### src/rtl/updown_mod_counter_if.sv
// Control and status bundle for updown_mod_counter.
//   toggle   : count enable
//   up       : direction, 1 = up, 0 = down
//   load     : synchronous parallel load of data_in
//   data_in  : load value (clamped to MAX by the counter)
//   saturate : 0 = wrap at terminal, 1 = halt at terminal
//   count    : registered count
//   tc       : combinational terminal-count flag
//   wrap     : registered one-cycle wrap pulse
//   halted   : registered sticky halt flag
interface updown_mod_counter_if #(
    parameter int unsigned WIDTH = 8
);
    logic             toggle;
    logic             up;
    logic             load;
    logic [WIDTH-1:0] data_in;
    logic             saturate;
    logic [WIDTH-1:0] count;
    logic             tc;
    logic             wrap;
    logic             halted;

    modport master (
        output toggle, up, load, data_in, saturate,
        input  count, tc, wrap, halted
    );

    modport slave (
        input  toggle, up, load, data_in, saturate,
        output count, tc, wrap, halted
    );
endinterface

### src/rtl/updown_mod_counter.sv
// Up/down counter over 0..MAX with parallel load and wrap/saturate modes.
//   clock : rising-edge clock
//   reset : asynchronous active-low reset
//   bus   : control inputs and count/tc/wrap/halted outputs (slave side)
module updown_mod_counter #(
    parameter int unsigned WIDTH = 8,
    parameter int unsigned MAX   = 2**WIDTH - 1
) (
    input  logic                 clock,
    input  logic                 reset,
    updown_mod_counter_if.slave  bus
);
    localparam logic [WIDTH-1:0] MAX_V = WIDTH'(MAX);

    logic [WIDTH-1:0] count_q, count_d;
    logic             wrap_q, wrap_d;
    logic             halted_q, halted_d;
    logic [WIDTH-1:0] term_c;
    logic             at_term_c;
    logic [WIDTH-1:0] load_val_c;

    // Terminal value depends on the direction currently requested.
    assign term_c     = bus.up ? MAX_V : '0;
    assign at_term_c  = (count_q == term_c);
    assign load_val_c = (bus.data_in > MAX_V) ? MAX_V : bus.data_in;

    // Next-state: load beats toggle beats hold; halted only clears on load.
    always_comb begin
        count_d  = count_q;
        wrap_d   = 1'b0;
        halted_d = halted_q;
        if (bus.load) begin
            count_d  = load_val_c;
            halted_d = 1'b0;
        end else if (bus.toggle && !halted_q) begin
            if (!at_term_c) begin
                count_d = bus.up ? (count_q + WIDTH'(1)) : (count_q - WIDTH'(1));
            end else if (!bus.saturate) begin
                count_d = bus.up ? '0 : MAX_V;
                wrap_d  = 1'b1;
            end else begin
                halted_d = 1'b1;
            end
        end
    end

    // State registers.
    always_ff @(posedge clock or negedge reset) begin
        if (!reset) begin
            count_q  <= '0;
            wrap_q   <= 1'b0;
            halted_q <= 1'b0;
        end else begin
            count_q  <= count_d;
            wrap_q   <= wrap_d;
            halted_q <= halted_d;
        end
    end

    assign bus.count  = count_q;
    assign bus.wrap   = wrap_q;
    assign bus.halted = halted_q;
    assign bus.tc     = at_term_c;
endmodule

### src/flat_wrapper.sv
// flat-port wrapper written by rule: the top's interface ports become plain ports
module updown_mod_counter_flat 
#(
    parameter int unsigned WIDTH = 8,
    parameter int unsigned MAX   = 2**WIDTH - 1
)
  (clock, reset, bus_toggle, bus_up, bus_load, bus_data_in, bus_saturate, bus_count, bus_tc, bus_wrap, bus_halted);
  updown_mod_counter_if #(.WIDTH(WIDTH)) bus_i ();
  input  logic clock;
  input  logic reset;
  input wire logic [$bits(bus_i.toggle)-1:0] bus_toggle;
  input wire logic [$bits(bus_i.up)-1:0] bus_up;
  input wire logic [$bits(bus_i.load)-1:0] bus_load;
  input wire logic [$bits(bus_i.data_in)-1:0] bus_data_in;
  input wire logic [$bits(bus_i.saturate)-1:0] bus_saturate;
  output wire logic [$bits(bus_i.count)-1:0] bus_count;
  output wire logic [$bits(bus_i.tc)-1:0] bus_tc;
  output wire logic [$bits(bus_i.wrap)-1:0] bus_wrap;
  output wire logic [$bits(bus_i.halted)-1:0] bus_halted;
  assign bus_i.toggle = bus_toggle;
  assign bus_i.up = bus_up;
  assign bus_i.load = bus_load;
  assign bus_i.data_in = bus_data_in;
  assign bus_i.saturate = bus_saturate;
  assign bus_count = bus_i.count;
  assign bus_tc = bus_i.tc;
  assign bus_wrap = bus_i.wrap;
  assign bus_halted = bus_i.halted;
  updown_mod_counter #(.WIDTH(WIDTH), .MAX(MAX)) u_core (.clock(clock), .reset(reset), .bus(bus_i));
endmodule
### config.mk
export PLATFORM = sky130hd
export DESIGN_NAME = updown_mod_counter_flat
export DESIGN_NICKNAME = d
export VERILOG_FILES = /design/src/rtl/updown_mod_counter_if.sv /design/src/rtl/updown_mod_counter.sv /design/src/flat_wrapper.sv
export SDC_FILE = /design/constraint.sdc
export NUM_CORES = 1
export LEC_CHECK = 0
export BUFFER_PORTS_ARGS = -buffer_cell sky130_fd_sc_hd__buf_4
export CORE_MARGIN = 2
export CORE_UTILIZATION = 40
export CTS_CLUSTER_DIAMETER = 50
export CTS_CLUSTER_SIZE = 30
export DETAILED_ROUTE_END_ITERATION = 8
export PLACE_DENSITY_LB_ADDON = 0.08
export SLEW_MARGIN = 20
export SYNTH_ARGS = -nofsm -noshare
export SYNTH_HDL_FRONTEND = slang
export SYNTH_SLANG_ARGS = --single-unit
### constraint.sdc
create_clock -name clock -period 2.3 [get_ports clock]
set_clock_uncertainty 0.15 [all_clocks]
set_input_delay 0.46 -clock clock [delete_from_list [all_inputs] [get_ports clock]]
set_output_delay 0.46 -clock clock [all_outputs]
set_load 0.03 [all_outputs]
# Word level (Yosys, flattened, before mapping)
# Cells that the tools add are included.
[classes] n_addsub=2 mul=0 bitwise_logic=0 mux=16 eq_ne=2 n_div=0 n_reduce_logical=7 shift=0 n_lt_le_gt_ge=1
[ops] operator="$mux W8" count=8
[ops] operator="$add A8 B1 Y8 const B" count=1
[ops] operator="$eq A8 B8 Y1" count=1
[ops] operator="$gt A8 B8 Y1 const B" count=1
[ops] operator="$mux W1" count=8
[ops] operator="$sub A8 B1 Y8 const B" count=1
[ops] operator="$reduce_bool A2 Y1" count=3
[ops] operator="$ne A3 B3 Y1 const B" count=1
[ops] operator="$reduce_and A3 Y1" count=1
[ops] operator="$reduce_and A2 Y1" count=1
[ops] operator="$logic_and A1 B1 Y1" count=1
[ops] operator="$logic_not A1 Y1" count=1
[totals] ramBits=0 word_cells=31 output_inout_bits=11 mem_count=0 input_bits=14 latchBits=0 regBits=10 rom_bits=0

# Depth between registers and ports, before layout
# Gate-level depths: netlist of the first run.
[depth] ltp_word=5 ltp_mapped=8 depth_no_buf=8

# Worst setup path before layout of the first run
# Ideal clock, no wire load.
[synth_timing] kind="input port to flip-flop" start="input bus_up" end="register u_core.count_q[6], in the netlist u_core.bus.count[6]" required_ns=2.068 slack_ns=-0.061 n_path_buf=0 setup_ns=0.082 path_stages=7 t_arrival_ns=2.129 path_cell_list="inv_1 -> ha_1 -> nand4_1 -> a211o_4 -> clkinv_4 -> or4_2 -> a31oi_1"
[synth_between] elab_chain_cells=5 word_cells_on_any_way=10 cone_classes="2 x eq/ne; 7 x mux; 1 x reduce/logical"
[synth_lines] element="start, declared" line="flat_wrapper.sv:12" text="input wire logic [$bits(bus_i.up)-1:0] bus_up;"
[synth_lines] element="$mux W8 *" line="updown_mod_counter.sv:23" text="assign term_c = bus.up ? MAX_V : '0;"
[synth_lines] element="$eq A8 B8 Y1 *" line="updown_mod_counter.sv:24" text="assign at_term_c = (count_q == term_c);"
[synth_lines] element="via bus_tc" line="flat_wrapper.sv:17" text="output wire logic [$bits(bus_i.tc)-1:0] bus_tc;"
[synth_lines] element="$mux W8" line="updown_mod_counter.sv:36" text="if (!at_term_c) begin"
[synth_lines] element="$mux W8" line="updown_mod_counter.sv:35" text="end else if (bus.toggle && !halted_q) begin"
[synth_lines] element="$mux W8" line="updown_mod_counter.sv:32" text="if (bus.load) begin"
[synth_lines] element="end signal, assigned" line="updown_mod_counter.sv:54" text="count_q <= count_d;"
[synth_lines] element="end, declared" line="updown_mod_counter.sv:15" text="logic [WIDTH-1:0] count_q, count_d;"
# The timed path passes the listed nets; every way through them passes the cells marked *. The select of a mux whose other input is x is not followed.
# A chain may end at the register's enable or synchronous reset.

# Worst setup path after layout of the first run
[layout_timing] start="input bus_up" end="output bus_tc"
[layout_between] elab_chain_cells=2
[layout_lines] element="$mux W8" line="updown_mod_counter.sv:23"
[layout_lines] element="$eq A8 B8 Y1" line="updown_mod_counter.sv:24"
[layout_lines] element="end, declared" line="flat_wrapper.sv:17"
# Every way passes these cells.

==> results of run 1 <==
-- worst min-delay path by stage --
stage                  from                  end  depth (start not counted)
3_5_place_dp          reset  u_core.bus.count[0]                          1
4_1_cts        bus_saturate      u_core.bus.wrap                          2
3_3_place_gp          reset  u_core.bus.count[7]                          1
6_report       bus_saturate      u_core.bus.wrap                          2
5_1_grt        bus_saturate      u_core.bus.wrap                          2
2_1_floorplan         reset  u_core.bus.count[0]                          0
-- cell families after synthesis --
kind of cell / after synthesis / synth area share (%)
AO/OA/AOI/OAI: 36 / 33.2
AND/OR/NAND/NOR: 27 / 17.7
flip-flops: 10 / 29.3
adder cells (fa/ha/maj): 7 / 11.1
buffers and inverters: 6 / 3.22
XOR/XNOR: 4 / 4.10
multiplexers: 1 / 1.32
-- layout make-up --
cell class,instances,share of cell area [%]
Clock buffer,3,1.53
Inverter,5,2.38
Multi-Input combinational cell,75,45.5
Sequential cell,10,17.0
Tap cell,27,2.30
Timing Repair Buffer,55,31.2
-- repair_timing --
| action | CTS | global route |
|---|---|---|
| gates resized for setup | 5 | 6 |
| pin swaps | 4 | 3 |
| hold endpoints to repair | 10 | 0 |
| setup buffers | 7 | 1 |
| hold buffers | 1 | 0 |
| setup endpoints to repair | 1 | 8 |
-- per-stage QoR --
stage | area (um^2) | hold WS (ns) | setup slack (ns) | TNS, ns
finish | 1470 | 0.208 | 0.00132 | 0
global route | 1470 | 0.213 | -0.0302 | -0.0551
CTS | 1450 | 0.205 | -0.0206 | -0.0206
detailed placement | 1340 | 0.154 | -0.287 | -2.34
global placement | 1340 | 0.151 | -0.235 | -1.78
floorplan | 941 | 0.0144 | 0.00480 | 0
-- critical path: stages --
cell                         delay [ns]
sky130_fd_sc_hd__buf_8             0.08
sky130_fd_sc_hd__clkinvlp_4        0.11
sky130_fd_sc_hd__buf_12            0.16
sky130_fd_sc_hd__ha_4              0.27
sky130_fd_sc_hd__nand4_1           0.13
sky130_fd_sc_hd__a211o_4           0.33
sky130_fd_sc_hd__clkinv_8          0.05
sky130_fd_sc_hd__buf_8             0.11
-- layout by cell type, fill, tap and decap left out, types with 2 or more instances in the layout --
| cell | Yosys | routed |
|---|---|---|
| sky130_fd_sc_hd__buf_4 | 0 | 49 |
| sky130_fd_sc_hd__dfrtp_1 | 10 | 10 |
| sky130_fd_sc_hd__a21oi_1 | 9 | 8 |
| sky130_fd_sc_hd__nand2_1 | 6 | 5 |
| sky130_fd_sc_hd__o21ai_1 | 3 | 5 |
| sky130_fd_sc_hd__nor2_1 | 6 | 5 |
| sky130_fd_sc_hd__ha_4 | 0 | 5 |
| sky130_fd_sc_hd__nand3_1 | 3 | 3 |
| sky130_fd_sc_hd__nor2_2 | 2 | 3 |
| sky130_fd_sc_hd__inv_1 | 4 | 3 |
| sky130_fd_sc_hd__xnor2_1 | 3 | 3 |
| sky130_fd_sc_hd__o22a_1 | 3 | 3 |
| sky130_fd_sc_hd__clkbuf_4 | 0 | 3 |
| sky130_fd_sc_hd__a21o_1 | 2 | 2 |
| sky130_fd_sc_hd__a211oi_2 | 1 | 2 |
| sky130_fd_sc_hd__o31ai_1 | 2 | 2 |
| sky130_fd_sc_hd__o22ai_1 | 2 | 2 |
| sky130_fd_sc_hd__a22o_1 | 2 | 2 |
| sky130_fd_sc_hd__buf_8 | 0 | 2 |
| sky130_fd_sc_hd__buf_12 | 0 | 2 |
-- flip-flops by register name (all words and copies together) (netlist names) --
signal and flops:
u_core.bus.count 8, u_core.bus.halted 1, u_core.bus.wrap 1
-- power by group through the flow --
stage | Combinational, mW | Sequential [mW] | Clock [mW]
after floorplan | 0.271 | 0.306 | 0
after global placement | 0.524 | 0.250 | 0
after detailed placement | 0.541 | 0.251 | 0
after CTS | 0.571 | 0.248 | 0.130
after global routing | 0.632 | 0.252 | 0.136
final | 0.586 | 0.247 | 0.127
-- per-layer routing --
layer / track usage, % / wire length, um / vias up
li1: - / - / 468
met1: 29.4 / 1170 / 444
met2: 41.0 / 1340 / 26
met3: 3.87 / 109 / 5
met4: 6.94 / 36 / 0
met5: 0 / 0 / -
==> impl_table.tex, run 1 <==
\begin{tabular}{lr}
\hline
Metric & Value \\
\hline
\multicolumn{2}{l}{\textbf{Status}} \\
\quad Result of the run & completed \\
\multicolumn{2}{l}{\textbf{Floorplanning}} \\
\quad Standard cell core area & between 1500 and 2000 um\^{}2 \\
\quad Starting Density & 43.1\% \\
\quad Row count & 16 \\
\quad Die ar. & around 2500 um\^{}2 \\
\quad Vertical die dimension & 50.2 um \\
\quad Die extent in x & 50.2 um \\
\quad Top-level port count & 25 \\
\multicolumn{2}{l}{\textbf{Setup path}} \\
\quad Worst reg-to-reg path cell count & 9 \\
\quad Worst setup path start & bus\_up \\
\quad Endpoint of the worst-slack reg-to-reg timing path & u\_core.bus.count[7] \\
\quad Critical Path Source Type & primary input \\
\quad Worst Path Required & roughly 1.7 ns \\
\quad Critical path fanouts, max & 5 \\
\quad CP Data Arrival Time & 1.69 ns \\
\quad Crit Reg-Reg Startpoint & u\_core.bus.count[1] \\
\quad Reg-to-reg slack, setup & approximately 0.1 ns \\
\quad Crit path to & bus\_tc \\
\quad Type of the worst setup path & primary input to output pin \\
\quad Type of element capturing the critical path & output pin \\
\multicolumn{2}{l}{\textbf{STA}} \\
\quad Final setup vio count & 0 \\
\quad Post-layout minimum cycle time & roughly 2.3 ns \\
\quad Slew headroom & 75.9\% \\
\quad Final critical-path share of the clock period & approximately 100\% \\
\quad Highest Clock Rate & about 0.44 GHz \\
\quad Setup repair after global routing missed its margin & yes \\
\quad Final number of max-transition violations & 0 \\
\quad Worst-Margin Slew & between 0.3 and 0.4 ns \\
\quad Final Hold Fails & 0 \\
\multicolumn{2}{l}{\textbf{Finish}} \\
\quad Core occupancy in the finished layout & between 70\% and 80\% \\
\quad Count of fill cells added during filler insertion & about 140 \\
\quad Area of combinational cells with multiple inputs & 669 um\^{}2 \\
\quad Ratio of cells with drive above 1 in the final layout & 54.7\% \\
\quad Relative area change from synthesis to final layout & 72.0\% \\
\quad Area used by sequential logic in the layout & between 200 and 300 um\^{}2 \\
\quad Antenna diode instance count & 0 \\
\quad Non-filler instance count after layout & around 180 \\
\quad Final layout net count & between 150 and 200 \\
\multicolumn{2}{l}{\textbf{Global routing}} \\
\quad Wire length of the first global-routing pass & around 4.4 mm \\
\quad GRT Residual Overflow & 0 \\
\quad Largest net degree at the start of global routing & 14 \\
\quad Antenna violations before repair & 0 \\
\quad GR Util All Layers & 23.5\% \\
\quad Vias in the first global route & 932 \\
\multicolumn{2}{l}{\textbf{Drt}} \\
\quad Iteration-0 DRC count of the detailed router & 15 \\
\quad Drt total wl & between 2 and 3 mm \\
\quad Number of nets still failing antenna checks after routing & 0 \\
\quad Routed vias & 943 \\
\quad DRC Markers & 0 \\
\quad Pre-antenna DRT Iters & 4 \\
\quad Average routed wire per standard cell & 15.2 um \\
\quad Via-to-Cell Ratio & around 5.4 \\
\multicolumn{2}{l}{\textbf{Pwr}} \\
\quad Switching fraction of total power & $\sim$41\% \\
\quad Net switching power of the design & a little under 400 uW \\
\quad Sequential cell fraction of total power & 25.7\% \\
\quad Gate power share & about three fifths \\
\quad Sum of internal, switching and leakage power & around 960 uW \\
\quad Worst voltage drop across the vdd grid & between 0.0004 and 0.0005 V \\
\quad Pleak & 0.650 nW \\
\quad Power Density & 653 nW/um\^{}2 \\
\quad Internal portion of total power & roughly 570 uW \\
\quad Clock network power share & between 10\% and 20\% \\
\multicolumn{2}{l}{\textbf{Synthesis}} \\
\quad Netlist area before placement & 855 um\^{}2 \\
\quad Cell variety after synth & 40 \\
\quad Post-synth top area share & between 20\% and 30\% \\
\quad \#FFs+latches synth & 10 \\
\quad Top cell types by occurrence after synthesis & sky130\_fd\_sc\_hd\_\_dfrtp\_1 (10), sky130\_fd\_sc\_hd\_\_a21oi\_1 (9), sky130\_fd\_sc\_hd\_\_ha\_1 (6), sky130\_fd\_sc\_hd\_\_nand2\_1 (6), sky130\_fd\_sc\_hd\_\_nor2\_1 (6) \\
\quad Number of flops mapped to enable cells by yosys & 0 \\
\quad Share of synthesized flip-flops with an asynchronous set or reset & between 90\% and 100\% \\
\quad Most instantiated library cell after synthesis & sky130\_fd\_sc\_hd\_\_dfrtp\_1 \\
\quad Average cell area after synthesis & 9.39 um\^{}2 \\
\quad Count of synthesis-stage warnings from yosys & 0 \\
\quad Proportion of synthesized chip area in sequential cells & about 30\% \\
\quad Most area-hungry cell type in the Yosys netlist & sky130\_fd\_sc\_hd\_\_dfrtp\_1 \\
\quad Synth Net Count & 112 \\
\quad Cell count after synthesis & 91 \\
\quad Top post-synthesis cells by area & sky130\_fd\_sc\_hd\_\_dfrtp\_1 (29\%), sky130\_fd\_sc\_hd\_\_ha\_1 (8.8\%), sky130\_fd\_sc\_hd\_\_a21oi\_1 (5.3\%) \\
\quad Top FF cell, synth & sky130\_fd\_sc\_hd\_\_dfrtp\_1 \\
\multicolumn{2}{l}{\textbf{Placement}} \\
\quad Port bufs & 24 \\
\quad Post-detailed-placement half-perimeter wirelength & 2.04 mm \\
\quad Final weighted congestion of routability-driven global placement & between 0.8 and 0.9 \\
\quad Post-Place Cells & $\sim$160 \\
\multicolumn{2}{l}{\textbf{Clock tree}} \\
\quad Clock root cell & sky130\_fd\_sc\_hd\_\_clkbuf\_4 \\
\quad CTS H-tree lvls & 1 \\
\quad CTS Buf Count & 3 \\
\quad Clock transition time at the flip-flop clock pins of the worst setup and hold paths & around 0.070 ns \\
\quad Buffers from clock root to sink, at most & 2 \\
\quad Clk\_lat worst skew & 0.27 ns \\
\quad Total clock sinks & 10 \\
\quad TritonCTS clock tree & yes \\
\multicolumn{2}{l}{\textbf{Job}} \\
\quad Number of maximum-capacitance constraint violations & 0 \\
\multicolumn{2}{l}{\textbf{Worst hold path}} \\
\quad Type of the most critical hold path & primary input to flip-flop \\
\hline
\end{tabular}
(Power assumes the default switching activity.)
==> inputs of run 2 (changes only) <==
- ABC_AREA: not set -> 1
- BUFFER_PORTS_ARGS: -buffer_cell sky130_fd_sc_hd__buf_4 -> -buffer_cell sky130_fd_sc_hd__buf_2
==> run 2 against run 1 <==
Against the previous run: sequential share of layout area grew 4.5 points; sequential power is essentially flat; area after synthesis grew 5.9%; first-iteration DRC count grew 73%; setup slack gained 0.092 ns; via count shrank 0.11%; count of clock-buffer cells in the layout grew 1; largest cell class unchanged.
==> impl_table.tex, run 2 <==
\begin{tabular}{lr}
\hline
Metric & Value \\
\hline
\multicolumn{2}{l}{\textbf{Status}} \\
\quad Result of the run & completed (unchanged) \\
\multicolumn{2}{l}{\textbf{Pwr}} \\
\quad Sum of internal, switching and leakage power & 864 uW (was 960 uW) \\
\quad Pleak & 0.676 nW (was 0.650 nW) \\
\quad Power Density & 737 nW/um\^{}2 (was 653 nW/um\^{}2) \\
\quad Worst voltage drop across the vdd grid & 0.000386 V (was 0.000432 V) \\
\multicolumn{2}{l}{\textbf{Setup path}} \\
\quad Worst Path Required & 1.69 ns (about the same) \\
\quad Type of element capturing the critical path & output pin (unchanged) \\
\quad Buf+Inv Stages, Crit Path & 1 (was 5) \\
\quad Slowest cell on crit path & sky130\_fd\_sc\_hd\_\_dfrtp\_2 (was sky130\_fd\_sc\_hd\_\_a211o\_4) \\
\quad Critical path fanouts, max & 3 (was 5) \\
\quad CP Data Arrival Time & 1.60 ns (was 1.69 ns) \\
\quad Cells along the critical path & ha\_1 -> nand2\_1 -> nor2\_1 -> nand2\_2 -> nor2\_8 -> clkbuf\_4 (was buf\_8 -> clkinvlp\_4 -> buf\_12 -> ha\_4 -> nand4\_1 -> a211o\_4 -> clkinv\_8 -> buf\_8) \\
\quad Delay of the slowest cell on the worst path & 0.43 ns (was 0.33 ns) \\
\quad Type of the worst setup path & flip-flop to output pin (was primary input to output pin) \\
\quad Critical Path Source Type & flip-flop (was primary input) \\
\quad CP delay by family, top & flip-flops (was buffers and inverters) \\
\multicolumn{2}{l}{\textbf{Clock tree}} \\
\quad TritonCTS clock tree & yes (unchanged) \\
\quad CTS Buf Count & 3 (unchanged) \\
\quad Total clock sinks & 10 (unchanged) \\
\quad Clk\_lat worst skew & 0.26 ns (was 0.27 ns) \\
\quad CTS H-tree lvls & 1 (unchanged) \\
\quad Clock transition time at the flip-flop clock pins of the worst setup and hold paths & 0.07 ns (about the same) \\
\quad Clock root cell & sky130\_fd\_sc\_hd\_\_clkbuf\_4 (unchanged) \\
\quad Buffers from clock root to sink, at most & 2 (unchanged) \\
\multicolumn{2}{l}{\textbf{Placement}} \\
\quad Cell area reported after detailed placement & 1090 um\^{}2 (was 1340 um\^{}2) \\
\quad Final weighted congestion of routability-driven global placement & 0.884 (was 0.802) \\
\quad Post-detailed-placement half-perimeter wirelength & 1.79 mm (was 2.04 mm) \\
\quad Port bufs & 24 (unchanged) \\
\quad Post-Place Cells & 191 (was 164) \\
\quad Setup Slack @ Placement & 0.0459 ns (was -0.287 ns) \\
\multicolumn{2}{l}{\textbf{STA}} \\
\quad Slew headroom & 69.9\% (was 75.9\%) \\
\quad Worst-Margin Slew & 0.450 ns (was 0.362 ns) \\
\quad Setup repair after global routing missed its margin & no (was yes) \\
\quad Final critical-path share of the clock period & 95.9\% (was 99.9\%) \\
\quad Setup slack of the critical path after layout & 0.0934 ns (was 0.00132 ns) \\
\quad Setup Total Neg Slack & 0 ns (unchanged) \\
\quad Final number of max-transition violations & 0 (unchanged) \\
\quad Highest Clock Rate & 0.453 GHz (was 0.435 GHz) \\
\quad Post-layout minimum cycle time & 2.21 ns (was 2.30 ns) \\
\quad Final Hold Slack & 0.346 ns (was 0.208 ns) \\
\quad Final Hold Fails & 0 (unchanged) \\
\quad Final setup vio count & 0 (unchanged) \\
\multicolumn{2}{l}{\textbf{Floorplanning}} \\
\quad Die ar. & 2660 um\^{}2 (was 2520 um\^{}2) \\
\quad Vertical die dimension & 51.6 um (was 50.2 um) \\
\quad Top-level port count & 25 (unchanged) \\
\quad Row count & 17 (was 16) \\
\quad Starting Density & 41.7\% (was 43.1\%) \\
\quad Die extent in x & 51.6 um (was 50.2 um) \\
\quad Standard cell core area & 2170 um\^{}2 (was 1980 um\^{}2) \\
\multicolumn{2}{l}{\textbf{Drt}} \\
\quad Average routed wire per standard cell & 11.8 um (was 15.2 um) \\
\quad Number of nets still failing antenna checks after routing & 0 (unchanged) \\
\quad Pre-antenna DRT Iters & 4 (unchanged) \\
\quad Routed vias & 942 (was 943) \\
\quad DRC Markers & 0 (unchanged) \\
\quad Via-to-Cell Ratio & 4.78 (was 5.39) \\
\quad Iteration-0 DRC count of the detailed router & 26 (was 15) \\
\quad Drt total wl & 2.33 mm (was 2.65 mm) \\
\multicolumn{2}{l}{\textbf{Synthesis}} \\
\quad Count of synthesis-stage warnings from yosys & 0 (unchanged) \\
\quad Top FF cell, synth & sky130\_fd\_sc\_hd\_\_dfrtp\_1 (unchanged) \\
\quad Most instantiated library cell after synthesis & sky130\_fd\_sc\_hd\_\_nand2\_1 (was sky130\_fd\_sc\_hd\_\_dfrtp\_1) \\
\quad Top post-synthesis cells by area & sky130\_fd\_sc\_hd\_\_dfrtp\_1 (28\%), sky130\_fd\_sc\_hd\_\_nand2\_1 (22\%), sky130\_fd\_sc\_hd\_\_ha\_1 (8.3\%) (was sky130\_fd\_sc\_hd\_\_dfrtp\_1 (29\%), sky130\_fd\_sc\_hd\_\_ha\_1 (8.8\%), sky130\_fd\_sc\_hd\_\_a21oi\_1 (5.3\%)) \\
\quad Most area-hungry cell type in the Yosys netlist & sky130\_fd\_sc\_hd\_\_dfrtp\_1 (unchanged) \\
\quad Proportion of synthesized chip area in sequential cells & 27.7\% (was 29.3\%) \\
\quad Average cell area after synthesis & 6.65 um\^{}2 (was 9.39 um\^{}2) \\
\quad Post-synth top area share & 27.7\% (was 29.3\%) \\
\quad \#FFs+latches synth & 10 (unchanged) \\
\quad Top cell types by occurrence after synthesis & sky130\_fd\_sc\_hd\_\_nand2\_1 (52), sky130\_fd\_sc\_hd\_\_nor2\_1 (16), sky130\_fd\_sc\_hd\_\_a21oi\_1 (14), sky130\_fd\_sc\_hd\_\_inv\_1 (11), sky130\_fd\_sc\_hd\_\_dfrtp\_1 (10) (was sky130\_fd\_sc\_hd\_\_dfrtp\_1 (10), sky130\_fd\_sc\_hd\_\_a21oi\_1 (9), sky130\_fd\_sc\_hd\_\_ha\_1 (6), sky130\_fd\_sc\_hd\_\_nand2\_1 (6), sky130\_fd\_sc\_hd\_\_nor2\_1 (6)) \\
\quad Netlist area before placement & 905 um\^{}2 (was 855 um\^{}2) \\
\quad Cell count after synthesis & 136 (was 91) \\
\quad Synth Net Count & 157 (was 112) \\
\quad Cell variety after synth & 21 (was 40) \\
\quad Share of synthesized flip-flops with an asynchronous set or reset & 100\% (unchanged) \\
\quad Number of flops mapped to enable cells by yosys & 0 (unchanged) \\
\multicolumn{2}{l}{\textbf{Global routing}} \\
\quad Largest net degree at the start of global routing & 13 (was 14) \\
\quad Met3 demand-to-capacity share in global routing & 1.72\% (was 3.87\%) \\
\quad Met1 usage in global routing & 25.9\% (was 29.4\%) \\
\quad Wire length of the first global-routing pass & 3.68 mm (was 4.38 mm) \\
\quad Antenna violations before repair & 0 (unchanged) \\
\quad GR Util met2 & 29.9\% (was 41.0\%) \\
\quad GRT Residual Overflow & 0 (unchanged) \\
\quad GR Util All Layers & 18.5\% (was 23.5\%) \\
\quad Vias in the first global route & 848 (was 932) \\
\quad Most used routing layer in global routing & met2 (unchanged) \\
\multicolumn{2}{l}{\textbf{Finish}} \\
\quad Non-filler instance count after layout & 197 (was 175) \\
\quad Final layout net count & 191 (was 171) \\
\quad Relative area change from synthesis to final layout & 29.5\% (was 72.0\%) \\
\quad Flip-flop count of the largest register, all copies and words added & 8 (unchanged) \\
\quad Count of fill cells added during filler insertion & 236 (was 142) \\
\quad Leading cell type in the layout, fill and taps excluded & sky130\_fd\_sc\_hd\_\_nand2\_1 (was sky130\_fd\_sc\_hd\_\_buf\_4) \\
\quad Finished Cell Area & 1170 um\^{}2 (was 1470 um\^{}2) \\
\quad Antenna diode instance count & 0 (unchanged) \\
\quad Commonest cells after routing, fill and taps aside & sky130\_fd\_sc\_hd\_\_nand2\_1 (52), sky130\_fd\_sc\_hd\_\_buf\_2 (23), sky130\_fd\_sc\_hd\_\_nor2\_1 (16), sky130\_fd\_sc\_hd\_\_a21oi\_1 (14), sky130\_fd\_sc\_hd\_\_inv\_1 (11) (was sky130\_fd\_sc\_hd\_\_buf\_4 (49), sky130\_fd\_sc\_hd\_\_dfrtp\_1 (10), sky130\_fd\_sc\_hd\_\_a21oi\_1 (8)) \\
\quad Ratio of cells with drive above 1 in the final layout & 26.6\% (was 54.7\%) \\
\quad Core occupancy in the finished layout & 54.0\% (was 74.2\%) \\
\multicolumn{2}{l}{\textbf{Job}} \\
\quad Number of maximum-capacitance constraint violations & 0 (unchanged) \\
\multicolumn{2}{l}{\textbf{Worst hold path}} \\
\quad Type of the most critical hold path & primary input to flip-flop (unchanged) \\
\hline
\end{tabular}
[run 2: cell count changes after synthesis, moves of 5 or more]
cell	before	now
sky130_fd_sc_hd__nor2_1	6	16
sky130_fd_sc_hd__inv_1	4	11
sky130_fd_sc_hd__nand2_1	6	52
sky130_fd_sc_hd__a21oi_1	9	14
[run 2: path summary, 6_finish.rpt]
path | start | end | slack, ns | depth (start not counted)
worst min-delay path | bus_toggle | u_core.bus.wrap | 0.35 | 3
worst min register to register | u_core.bus.count[3] | u_core.bus.count[3] | 0.40 | 2
min in group asynchronous | reset | u_core.bus.count[3] | 0.45 | 2
worst max-delay path | u_core.bus.count[1] | bus_tc | 0.09 | 6
worst max register to register | u_core.bus.count[1] | u_core.bus.count[7] | 0.36 | 10
max in group asynchronous | reset | u_core.bus.count[1] | 1.33 | 2
[run 2: power by group]
| part | internal [mW] | total (mW) | switching, mW |
|---|---|---|---|
| sequential | 0.207 | 0.245 | 0.0382 |
| clock | 0.0960 | 0.160 | 0.0643 |
| combinational | 0.184 | 0.458 | 0.275 |
| total | 0.487 | 0.864 | 0.377 |
[run 2: area by class of cell]
| cell class | instances | area (um^2) | area share (%) |
|---|---|---|---|
| Timing Repair Buffer | 30 | 170 | 14.5 |
| Inverter | 12 | 47.5 | 4.06 |
| Tap cell | 28 | 35.0 | 2.99 |
| Sequential cell | 10 | 251 | 21.5 |
| Clock buffer | 4 | 36.3 | 3.10 |
| Multi-Input combinational cell | 113 | 631 | 53.8 |
[run 2: kinds of logic after synthesis]
group,count (synthesis),share of synthesized area (%)
buffers and inverters,13,5.39
AOI/OAI and AO/OA,17,9.41
adders and majority gates,7,10.5
DFF,10,27.7
and+or+nand+nor,87,45.1
xor gates and xnor gates,2,1.94
[run 2: routing by layer]
layer	share of wire [%]	routed length (um)	vias up
li1	-	-	505
met1	49	1150	405
met2	45	1040	28
met3	4.8	112	4
met4	1.0	24	0
met5	0	0	-
[run 2: worst min-delay path, stage by stage]
cell,delay [ns]
sky130_fd_sc_hd__buf_2,0.09
sky130_fd_sc_hd__nand2_1,0.09
sky130_fd_sc_hd__nor4_1,0.07
[run 2: what timing repair did]
| item | in CTS | in global routing |
|---|---|---|
| buffers inserted | 0 | 1 |
| setup endpoints to repair | 0 | 1 |
| hold buffers | 1 | 0 |
| hold endpoints to repair | 10 | 0 |
| resized for setup | 0 | 6 |
